<file path="config.mk">
export PLATFORM = sky130hd
export DESIGN_NAME = phase_sequencer
export DESIGN_NICKNAME = d
export VERILOG_FILES = /design/src/rtl/phase_sequencer.sv
export SDC_FILE = /design/constraint.sdc
export NUM_CORES = 1
export LEC_CHECK = 0
export ABC_AREA = 1
export CAP_MARGIN = 20
export CORE_MARGIN = 1
export CORE_UTILIZATION = 46
export CTS_CLUSTER_SIZE = 25
export DETAILED_ROUTE_END_ITERATION = 8
export PLACE_DENSITY = 0.7
export SLEW_MARGIN = 10
export SYNTH_ARGS = -nofsm -noshare
export SYNTH_HDL_FRONTEND = slang
export SYNTH_SLANG_ARGS = --single-unit
</file>
<file path="constraint.sdc">
create_clock -name clock -period 1.9 [get_ports clock]
set_input_delay 0.38 -clock clock [delete_from_list [all_inputs] [get_ports clock]]
set_output_delay 0.38 -clock clock [all_outputs]
set_load 0.01 [all_outputs]
</file>
<file path="src/rtl/phase_sequencer.sv">
// rtl/phase_sequencer.sv - five-phase instruction sequencer with run/stop, halt and memory-wait timeout
module phase_sequencer #(
  parameter int CNT_W    = 16,
  parameter int MAX_WAIT = 15
) (
  input  logic             clock,
  input  logic             reset,
  input  logic             exec,
  input  logic             halt,
  input  logic             mem_access,
  input  logic             mem_ready,
  output logic [4:0]       phase,
  output logic             mem_req,
  output logic             ir_we,
  output logic             wb_en,
  output logic             running,
  output logic             halted,
  output logic             error,
  output logic [CNT_W-1:0] instr_count
);

  localparam logic [2:0] S_IDLE   = 3'd0;
  localparam logic [2:0] S_P1     = 3'd1;
  localparam logic [2:0] S_P2     = 3'd2;
  localparam logic [2:0] S_P3     = 3'd3;
  localparam logic [2:0] S_P4     = 3'd4;
  localparam logic [2:0] S_P5     = 3'd5;
  localparam logic [2:0] S_HALTED = 3'd6;
  localparam logic [2:0] S_ERROR  = 3'd7;

  localparam logic [7:0] WAIT_LIM = 8'(MAX_WAIT);

  logic [2:0]       state_q, state_d;
  logic             exec_q, exec_d;
  logic             stop_pend_q, stop_pend_d;
  logic             halt_pend_q, halt_pend_d;
  logic             macc_q, macc_d;
  logic [7:0]       wait_cnt_q, wait_cnt_d;
  logic [4:0]       phase_q, phase_d;
  logic             running_q, running_d;
  logic             halted_q, halted_d;
  logic             error_q, error_d;
  logic [CNT_W-1:0] count_q, count_d;

  logic exec_edge;
  logic waiting;
  logic timeout;
  logic in_instr;

  // Strobes decoded straight from the current state; ir_we also needs mem_ready
  always_comb begin
    exec_edge = exec & ~exec_q;
    in_instr  = (state_q >= S_P1) && (state_q <= S_P5);
    waiting   = (state_q == S_P1) || ((state_q == S_P4) && macc_q);
    timeout   = waiting && !mem_ready && (wait_cnt_q == WAIT_LIM);
    mem_req   = waiting;
    ir_we     = (state_q == S_P1) && mem_ready;
    wb_en     = (state_q == S_P5);
  end

  // Next-state logic for the sequencer and its bookkeeping flags
  always_comb begin
    state_d     = state_q;
    exec_d      = exec;
    stop_pend_d = stop_pend_q;
    halt_pend_d = halt_pend_q;
    macc_d      = macc_q;
    wait_cnt_d  = wait_cnt_q;
    count_d     = count_q;

    // A run/stop press mid-instruction only arms the stop; the instruction finishes
    if (in_instr && exec_edge) stop_pend_d = 1'b1;

    case (state_q)
      S_IDLE: begin
        if (exec_edge) begin
          state_d    = S_P1;
          wait_cnt_d = 8'd0;
        end
      end
      S_P1, S_P4: begin
        if (state_q == S_P4 && !macc_q) begin
          state_d = S_P5;
        end else if (mem_ready) begin
          // Completion on the limit cycle still wins over the timeout
          state_d = (state_q == S_P1) ? S_P2 : S_P5;
        end else if (timeout) begin
          state_d = S_ERROR;
        end else begin
          wait_cnt_d = wait_cnt_q + 8'd1;
        end
      end
      S_P2: state_d = S_P3;
      S_P3: begin
        halt_pend_d = halt;
        macc_d      = mem_access;
        wait_cnt_d  = 8'd0;
        state_d     = S_P4;
      end
      S_P5: begin
        count_d = count_q + CNT_W'(1);
        if (halt_pend_q) begin
          state_d = S_HALTED;
        end else if (stop_pend_q || exec_edge) begin
          // A press during P5 itself stops right after this instruction
          state_d     = S_IDLE;
          stop_pend_d = 1'b0;
        end else begin
          state_d    = S_P1;
          wait_cnt_d = 8'd0;
        end
      end
      default: state_d = state_q;
    endcase
  end

  // Registered status outputs derived from the state being entered
  always_comb begin
    phase_d   = 5'd0;
    running_d = (state_d >= S_P1) && (state_d <= S_P5);
    halted_d  = (state_d == S_HALTED);
    error_d   = (state_d == S_ERROR);
    case (state_d)
      S_P1:    phase_d = 5'b00001;
      S_P2:    phase_d = 5'b00010;
      S_P3:    phase_d = 5'b00100;
      S_P4:    phase_d = 5'b01000;
      S_P5:    phase_d = 5'b10000;
      default: phase_d = 5'b00000;
    endcase
  end

  // State and output registers, cleared asynchronously
  always_ff @(posedge clock or negedge reset) begin
    if (!reset) begin
      state_q     <= S_IDLE;
      exec_q      <= 1'b0;
      stop_pend_q <= 1'b0;
      halt_pend_q <= 1'b0;
      macc_q      <= 1'b0;
      wait_cnt_q  <= 8'd0;
      phase_q     <= 5'd0;
      running_q   <= 1'b0;
      halted_q    <= 1'b0;
      error_q     <= 1'b0;
      count_q     <= '0;
    end else begin
      state_q     <= state_d;
      exec_q      <= exec_d;
      stop_pend_q <= stop_pend_d;
      halt_pend_q <= halt_pend_d;
      macc_q      <= macc_d;
      wait_cnt_q  <= wait_cnt_d;
      phase_q     <= phase_d;
      running_q   <= running_d;
      halted_q    <= halted_d;
      error_q     <= error_d;
      count_q     <= count_d;
    end
  end

  assign phase       = phase_q;
  assign running     = running_q;
  assign halted      = halted_q;
  assign error       = error_q;
  assign instr_count = count_q;

endmodule

</file>
# Word level (Yosys, flattened, before mapping)

Index checks and enable logic that the tools add are counted.

Bitwise gates (word level): 2
$add $sub $neg: 2
Muxes and demuxes: 20
Equal/unequal tests: 19
Reduce and logical (&&, ||, !) cells: 16
Magnitude comparators: 4

Operators with widths:

| cell                                                   | number |
|---|---|
| two-way mux 8 bit                                      | 6 |
| one-hot mux 8 bit (4 select lines)                     | 1 |
| one-hot mux 5 bit (5 select lines)                     | 1 |
| equality test 3 bit (second input constant)            | 6 |
| two-way mux 3 bit                                      | 6 |
| adder 16 x 1 -> 16 bit (second input constant)         | 1 |
| one-hot mux 3 bit (5 select lines)                     | 1 |
| equality test 3 x 2 -> 1 bit (second input constant)   | 4 |
| != test 2 bit (second input constant)                  | 6 |
| adder 8 x 1 -> 8 bit (second input constant)           | 1 |
| equality test 8 x 4 -> 1 bit (second input constant)   | 1 |
| logical AND 1 bit                                      | 8 |
| AND reduction 7 bit                                    | 1 |
| equality test 3 x 1 -> 1 bit (second input constant)   | 2 |
| >= comparator 3 x 1 -> 1 bit (second input constant)   | 2 |
| less-or-equal comparator 3 bit (second input constant) | 2 |
| two-way mux 1 bit                                      | 5 |
| nonzero test 4 bit                                     | 1 |
| logical NOT 3 bit                                      | 1 |
| logical NOT 1 bit                                      | 2 |
| logical OR 1 bit                                       | 2 |
| OR reduction 2 bit                                     | 1 |
| bitwise AND 1 bit                                      | 1 |
| NOT 1 bit                                              | 1 |

Word-level logic and storage cells: 74
Bits in registers: 39

# Longest topological paths before layout

Gate-level depths: netlist (run 1).

Depth after elaboration: 11
Gate-level depth with buffers: 13
Gate-level depth less buffers: 12

# Worst setup path before layout (run 1)

No wires, ideal clock.

Kind: reg2reg
Start point: register state_q[2]
End point: register wait_cnt_q[5]
Path slack: 0.361 ns
Library setup time: 0.095 ns
Buffers on the path: 3
Cell stages (with the launch flop): 10
Arrival time: 1.443 ns
Required time: 1.805 ns
Cells stage by stage: dfrtp_1 buf_6 inv_1 nand3_2 and2_1 buf_6 o21ai_4 buf_6 nand2_2 o31ai_1

Longest elaborated chain between the ends: 7

RTL lines:

| what                            | line       | RTL |
|---|---|---|
| start, declared                 | 33         | `logic [2:0] state_q, state_d;` |
| start signal, assigned          | 148        | `state_q <= state_d;` |
| equality test 3 bit             | 54, 74, 82 |  |
| logical AND 1 bit               | 54         | `waiting = (state_q == S_P1) \|\| ((state_q == S_P4) && macc_q);` |
| logical OR 1 bit                | 54         |  |
| logical AND 1 bit (2 in series) | 55         | `timeout = waiting && !mem_ready && (wait_cnt_q == WAIT_LIM);` |
| != test 2 bit (no line)         | --         |  |
| AND reduction 7 bit (no line)   | --         |  |
| end signal, assigned            | 153        | `wait_cnt_q <= wait_cnt_d;` |
| end, declared                   | 38         | `logic [7:0] wait_cnt_q, wait_cnt_d;` |

Several ways; a longest one is shown, not always the timed one.
A chain may end at the register's enable or synchronous reset.

# Worst setup path after layout (run 1)

Start point: register state_q[1]
End point: output port wb_en

Longest elaborated chain between the ends: 1

RTL lines:

| what                | line | RTL |
|---|---|---|
| equality test 3 bit | 58   | `wb_en = (state_q == S_P5);` |
| end, declared       | 15   | `output logic wb_en,` |

Every way passes these cells.

==> metrics.md, run 1 <==
| Metric | Value |
|---|---|
| Status | `finished clean` |
| Initial Util | `49.17%` |
| DIE AREA | `4637 sq um` |
| GR Util All Layers | `18.13%` |
| Multi-input gate area | `between 900 and 1000 sq um` |
| Io pins | `33` |
| Commonest cells in the netlist | `nand2_1, dfrtp_1, inv_1` |
| DRT antenna net count | `0` |
| Syn Nets | `~220` |
| Vias in the first global route | `1311` |
| Largest net degree at the start of global routing | `21` |
| Num CTS Buffers | `5` |
| Max Clock Freq | `roughly 560 MHz` |
| HP Class | `input port to async pin` |
| Final setup violation count | `0` |
| Leakage power | `~1.2 nW` |
| Clock Pin Slew Worst Setup and Hold Paths | `approximately 80 ps` |
| Mapped Cells | `approximately 210` |
| Die Span Y | `~70 um` |
| Top cell type's share of synthesized area | `between 40% and 50%` |
| Max clock buf depth | `2` |
| Worst Setup End Kind | `primary output` |
| CTS root buf | `clkbuf_8` |
| Period Utilization, post-route | `a little over nine tenths` |
| Ant diodes | `0` |
| Buffers on Ports | `32` |
| Final-report hold violation count | `0` |
| Critical path destination | `wb_en` |
| Vias | `about 1500` |
| Final TNS setup | `0 ps` |
| Layout fillers | `360` |
| Crit-path max FO | `7` |
| RSZ-0062 raised after global routing | `false` |
| Syn Std Cell Area | `about 2000 sq um` |
| Final setup margin | `approximately 110 ps` |
| FF+latch count, synth | `39` |
| RR Endpoint | `wait_cnt_q[3]$_DFFE_PN0P_` |
| Clock skew | `between 6 and 7 ps` |
| Most numerous cell in the Yosys netlist | `nand2_1` |
| Post-Route WL | `3.535 mm` |
| Worst r2r src | `wait_cnt_q[0]$_DFFE_PN0P_` |
| Fin nets | `267` |
| Dominant cell type by area after synthesis | `dfrtp_1` |
| Worst r2r path cells | `7` |
| Syn_area_per_cell | `around 9.5 sq um` |
| Main synth FF type | `dfrtp_1` |
| Later-pin clock latency in the skew report | `roughly 290 ps` |
| WL/cell | `roughly 11 um` |
| Final instance area | `about 2600 sq um` |
| Drt pass-1 iters | `4` |
| Iter 0 DRT Violations | `a little under 90` |
| MaxCap Viol Count | `0` |
| Critical Path AT | `1410 ps` |
| Hpwl dp | `roughly 2.7 mm` |
| CTS Sinks | `39` |
| Layout cell share with drive strength beyond 1 | `21.54%` |
| GPL Wtd Cong | `0.8411` |
| Area growth from synthesis to layout | `28.64%` |
| Power per cell area | `between 600 and 700 nW/um^2` |
| Slew Limit Fails | `0` |
| TritonCTS clock tree | `built` |
| H-tree levels | `2` |
| Dpl ws | `-166.1 ps` |
| Power Total | `1.561 mW` |
| Syn. warnings | `0` |
| EDFF count, synth | `0` |
| Register-to-register setup slack | `about 210 ps` |
| Critical path startpoint category | `flop` |
| Slew @ Worst Pin | `between 400 and 500 ps` |
| Crit path time final | `1792 ps` |
| Top cells by area, synth | `dfrtp_1, nand2_1, xor2_1, inv_1, nor2_1` |
| Vias per inst | `between 4 and 5` |
| Peak VDD IR | `about 0.00037 V` |
| Async set-or-reset flop fraction in the synthesized netlist | `100.0%` |
| Initial antenna violation count | `0` |
| Data required, critical path | `about 1500 ps` |
| Setup Crit Path Kind | `flop to primary output` |
| Seq/Total Area, Yosys | `between 40% and 50%` |
| Rel. slew slack | `between 60% and 70%` |
| Crit path from | `state_q[1]$_DFF_PN0_` |
| Placed Area | `2426 sq um` |
| First-pass GRT wire length | `5.954 mm` |
| Area taken by flip-flops and latches | `978.4 sq um` |
| Total grt overflow | `0` |
| # DRC | `0` |
| Distinct cells, synth | `26` |
| Core ar. | `just over 4000 sq um` |
| # rows | `23` |
| Die X | `roughly 68 um` |
-- registers in the layout (all words and copies together) (netlist names) --
name         count
exec_q           1
phase            5
state_q          3
macc_q           1
error            1
halted           1
running          1
stop_pend_q      1
halt_pend_q      1
wait_cnt_q       8
instr_count     16
-- power by group --
part | switching [mW] | total, mW | leakage [nW] | internal (mW)
logic | 0.0257 | 0.0430 | 0.614 | 0.0173
clock network | 0.296 | 0.687 | 0.0581 | 0.391
registers | 0.000260 | 0.831 | 0.504 | 0.830
-- worst max-delay path, cell delays in order, from the launching register on --
cell	delay, ps
dfrtp_1	440
inv_2	130
nand3_4	150
inv_2	110
dlygate4sd2_1	290
-- how the worst min path moves through the flow --
stage	slack, ps	cells after the start	to
after floorplan	80	0	error$_DFF_PN0_
after global placement	370	1	instr_count[3]$_DFFE_PN0P_
after detailed placement	380	1	instr_count[4]$_DFFE_PN0P_
final	40	1	instr_count[7]$_DFFE_PN0P_
after CTS	50	1	instr_count[7]$_DFFE_PN0P_
after global routing	60	1	instr_count[7]$_DFFE_PN0P_
-- layout make-up --
type / count / share of cell area (%)
Clock buffer: 5 / 2.662
Clock inverter: 3 / 1.694
Tap cell: 50 / 2.420
Multi-Input combinational cell: 144 / 35.24
Sequential cell: 39 / 37.85
Inverter: 25 / 3.630
Timing Repair Buffer: 44 / 16.51
-- metrics by stage --
stage               instances  hold WS (ps)  util, %
floorplan                 211         84.41        -
global placement          298         365.6    59.37
detailed placement        298         376.6    59.37
CTS                       309         46.79    62.77
global route              310         61.85    63.26
finish                    310         41.96    63.26
-- cells by family after synthesis --
family | Yosys count | synth area share, %
and+or+nand+nor | 108 | 29.58
buffers and inverters | 28 | 6.351
DFF | 39 | 48.57
adders and majority gates | 2 | 1.245
AOI/OAI and AO/OA | 13 | 5.106
xor gates and xnor gates | 21 | 9.153
-- metal layers --
| layer | share of wire (%) | track usage, % | vias to the layer above |
|---|---|---|---|
| met2 | 45 | 27.21 | 28 |
| li1 | - | - | 757 |
| met3 | 3.9 | 5.167 | 6 |
| met5 | 0 | 0 | - |
| met4 | 2.2 | 9.375 | 0 |
| met1 | 48 | 23.58 | 688 |
-- layout by cell type, fill, tap and decap left out, drive strengths merged, types with 3 or more instances in the layout --
master	n
clkdlybuf4s50	28
xnor2	7
dfrtp	39
dlygate4sd2	3
a21oi	3
buf	13
nor2	27
nand3	17
clkbuf	5
o21ai	4
nand2	53
nor3	7
xor2	14
inv	25
o31ai	6
-- what timing repair did --
item                       4_1_cts  5_1_grt
gates resized for setup          6        0
setup endpoints to repair        3        5
hold buffers                     0        0
pin swaps                        0        1
buffers inserted                 3        1
Power figures use the tool's default switching activity.
==> run 2, diff against run 1 <==
--- a/config.mk
+++ b/config.mk
@@ -7,7 +7,7 @@
 export LEC_CHECK = 0
 export ABC_AREA = 1
 export CAP_MARGIN = 20
-export CORE_MARGIN = 1
+export CORE_MARGIN = 1.5
 export CORE_UTILIZATION = 46
 export CTS_CLUSTER_SIZE = 25
 export DETAILED_ROUTE_END_ITERATION = 8
==> run 2 against run 1 <==
Net effect: fmax decreased by 0.15%; final cell count decreased by 0.97%; first-iteration DRC count decreased by 18%; hold slack got worse by 12 ps; critical endpoint unchanged.
==> metrics.md, run 2 (synthesized netlist as in run 1, its figures left out) <==
| Metric | Value |
|---|---|
| MaxCap Viol Count | `0` |
| GRT Max-Usage Layer | `met2` |
| Hold WS | `30.31 ps` |
| Clock Pin Slew Worst Setup and Hold Paths | `roughly 80 ps` |
| CTS Sinks | `39` |
| Status | `finished clean` |
| H-tree levels | `2` |
| Sw Ratio | `20.60%` |
| Clock power share | `a little over two fifths` |
| Drt pass-1 iters | `4` |
| Register-to-register setup slack | `approximately 180 ps` |
| Clock skew | `8.256 ps` |
| Internal power | `roughly 1.2 mW` |
| Vias per inst | `slightly below 5` |
| DIE AREA | `between 4000 and 5000 sq um` |
| Max reg flops | `16` |
| Total grt overflow | `0` |
| Crit path time final | `between 1500 and 2000 ps` |
| Final-report hold violation count | `0` |
| Worst r2r src | `state_q[2]$_DFF_PN0_` |
| Die Span Y | `69.10 um` |
| Critical Path AT | `about 1400 ps` |
| Leakage power | `1.159 nW` |
| Most common cell after layout, fill and taps aside | `nand2_1` |
| Data required, critical path | `roughly 1500 ps` |
| GR Util All Layers | `between 10% and 20%` |
| Fin util | `between 60% and 70%` |
| Initial Util | `a little under 50%` |
| Worst r2r path cells | `9` |
| # rows | `23` |
| Sequential Power Share | `a little over half` |
| RR Endpoint | `wait_cnt_q[7]$_DFFE_PN0P_` |
| GPL Wtd Cong | `roughly 0.86` |
| Io pins | `33` |
| First-pass GRT wire length | `6.693 mm` |
| Worst Setup End Kind | `primary output` |
| Setup Crit Path Kind | `flop to primary output` |
| Slew Limit Fails | `0` |
| Vias | `approximately 1500` |
| Crit path from | `state_q[1]$_DFF_PN0_` |
| CTS root buf | `clkbuf_8` |
| HP Class | `input port to async pin` |
| Met2 usage | `27.56%` |
| Layout cell share with drive strength beyond 1 | `a little over a fifth` |
| Critical path destination | `wb_en` |
| Area growth from synthesis to layout | `26.96%` |
| Layout fillers | `about 360` |
| Power Total | `about 1.6 mW` |
| Largest net degree at the start of global routing | `20` |
| WL/cell | `between 10 and 15 um` |
| Num CTS Buffers | `5` |
| Power per cell area | `approximately 610 nW/um^2` |
| Buffers on Ports | `32` |
| Core ar. | `between 4000 and 5000 sq um` |
| P_sw | `320.6 uW` |
| Max clock buf depth | `2` |
| Vias in the first global route | `1460` |
| Commonest non-fill, non-tap cells in the layout | `nand2_1, dfrtp_1, clkdlybuf4s50_1, inv_1, nor2_1` |
| Initial antenna violation count | `0` |
| Period Utilization, post-route | `between 90% and 100%` |
| Die X | `approximately 70 um` |
| Critical path startpoint category | `flop` |
| TritonCTS clock tree | `built` |
| Post-Route WL | `3.585 mm` |
| Final setup violation count | `0` |
| Later-pin clock latency in the skew report | `slightly below 300 ps` |
| Crit-path max FO | `7` |
| Fin nets | `~260` |
| Slew @ Worst Pin | `approximately 470 ps` |
| Comb pwr share | `approximately 2.6%` |
| Final TNS setup | `0 ps` |
| Routing usage on met1 | `approximately 23%` |
| Rel. slew slack | `68.91%` |
| # DRC | `0` |
| RSZ-0062 raised after global routing | `false` |
| Routing usage on met3 | `roughly 4.5%` |
| Iter 0 DRT Violations | `71` |
| Ant diodes | `0` |
| Hold Buf Count CTS | `0` |
| Hpwl dp | `approximately 2.8 mm` |
| Max Clock Freq | `roughly 560 MHz` |
| DRT antenna net count | `0` |
| Peak VDD IR | `roughly 0.0004 V` |
[run 2: changes by cell type in the layout (fill, tap and decap cells not counted)]
cell	before	now
dfrtp_2	2	3
dfrtp_1	37	36
buf_4	10	8
buf_12	2	1
[run 2: worst min-delay path by stage]
stage                     start                    endpoint  slack, ps  cells after the start
after detailed placement  reset  instr_count[3]$_DFFE_PN0P_        360                      1
after global placement    reset  instr_count[2]$_DFFE_PN0P_        360                      1
after CTS                 reset  instr_count[3]$_DFFE_PN0P_         40                      1
final                     reset  instr_count[7]$_DFFE_PN0P_         30                      1
after floorplan           reset             error$_DFF_PN0_         80                      0
after global routing      reset  instr_count[7]$_DFFE_PN0P_         50                      1
[run 2: cell type report]
| type | instances | area (sq um) | share of cell area (%) |
|---|---|---|---|
| Tap cell | 50 | 62.56 | 2.452 |
| Timing Repair Buffer | 41 | 391.6 | 15.35 |
| Multi-Input combinational cell | 144 | 910.9 | 35.70 |
| Sequential cell | 39 | 979.7 | 38.40 |
| Inverter | 25 | 93.84 | 3.678 |
| Clock inverter | 3 | 43.79 | 1.717 |
| Clock buffer | 5 | 68.82 | 2.697 |
[run 2: worst max-delay path, cell delays in order, from the launching register on]
cell and delay (ps):
dfrtp_2 450, inv_2 120, nand3_4 150, inv_2 120
dlygate4sd2_1 290
[run 2: metrics by stage]
step / setup slack (ps) / instances / area [sq um]
3_5_place_dp: -140.4 / 297 / 2406
2_1_floorplan: 361.2 / 211 / 2009
6_report: 105.0 / 307 / 2551
3_3_place_gp: -92.83 / 297 / 2406
5_1_grt: 6.457 / 307 / 2551
4_1_cts: 93.50 / 306 / 2531
[run 2: timing repair]
| item | CTS | global route |
|---|---|---|
| pin swaps | 0 | 1 |
| endpoints found under the setup margin | 3 | 1 |
| buffers inserted | 1 | 1 |
| gates resized for setup | 7 | 0 |
[run 2: power groups by stage]
stage,combinational [mW],clock (mW),sequential (mW)
6_report,0.0406,0.685,0.831
5_1_grt,0.0477,0.743,0.831
4_1_cts,0.0424,0.710,0.831
3_5_place_dp,0.0423,0,0.847
3_3_place_gp,0.0417,0,0.847
2_1_floorplan,0.00807,0,0.847
[run 2: per-layer routing]
metal	share of wire [%]	wire length, um
met2	45	1604
met1	49	1767
met4	1.5	54
met5	0	0
met3	4.4	158
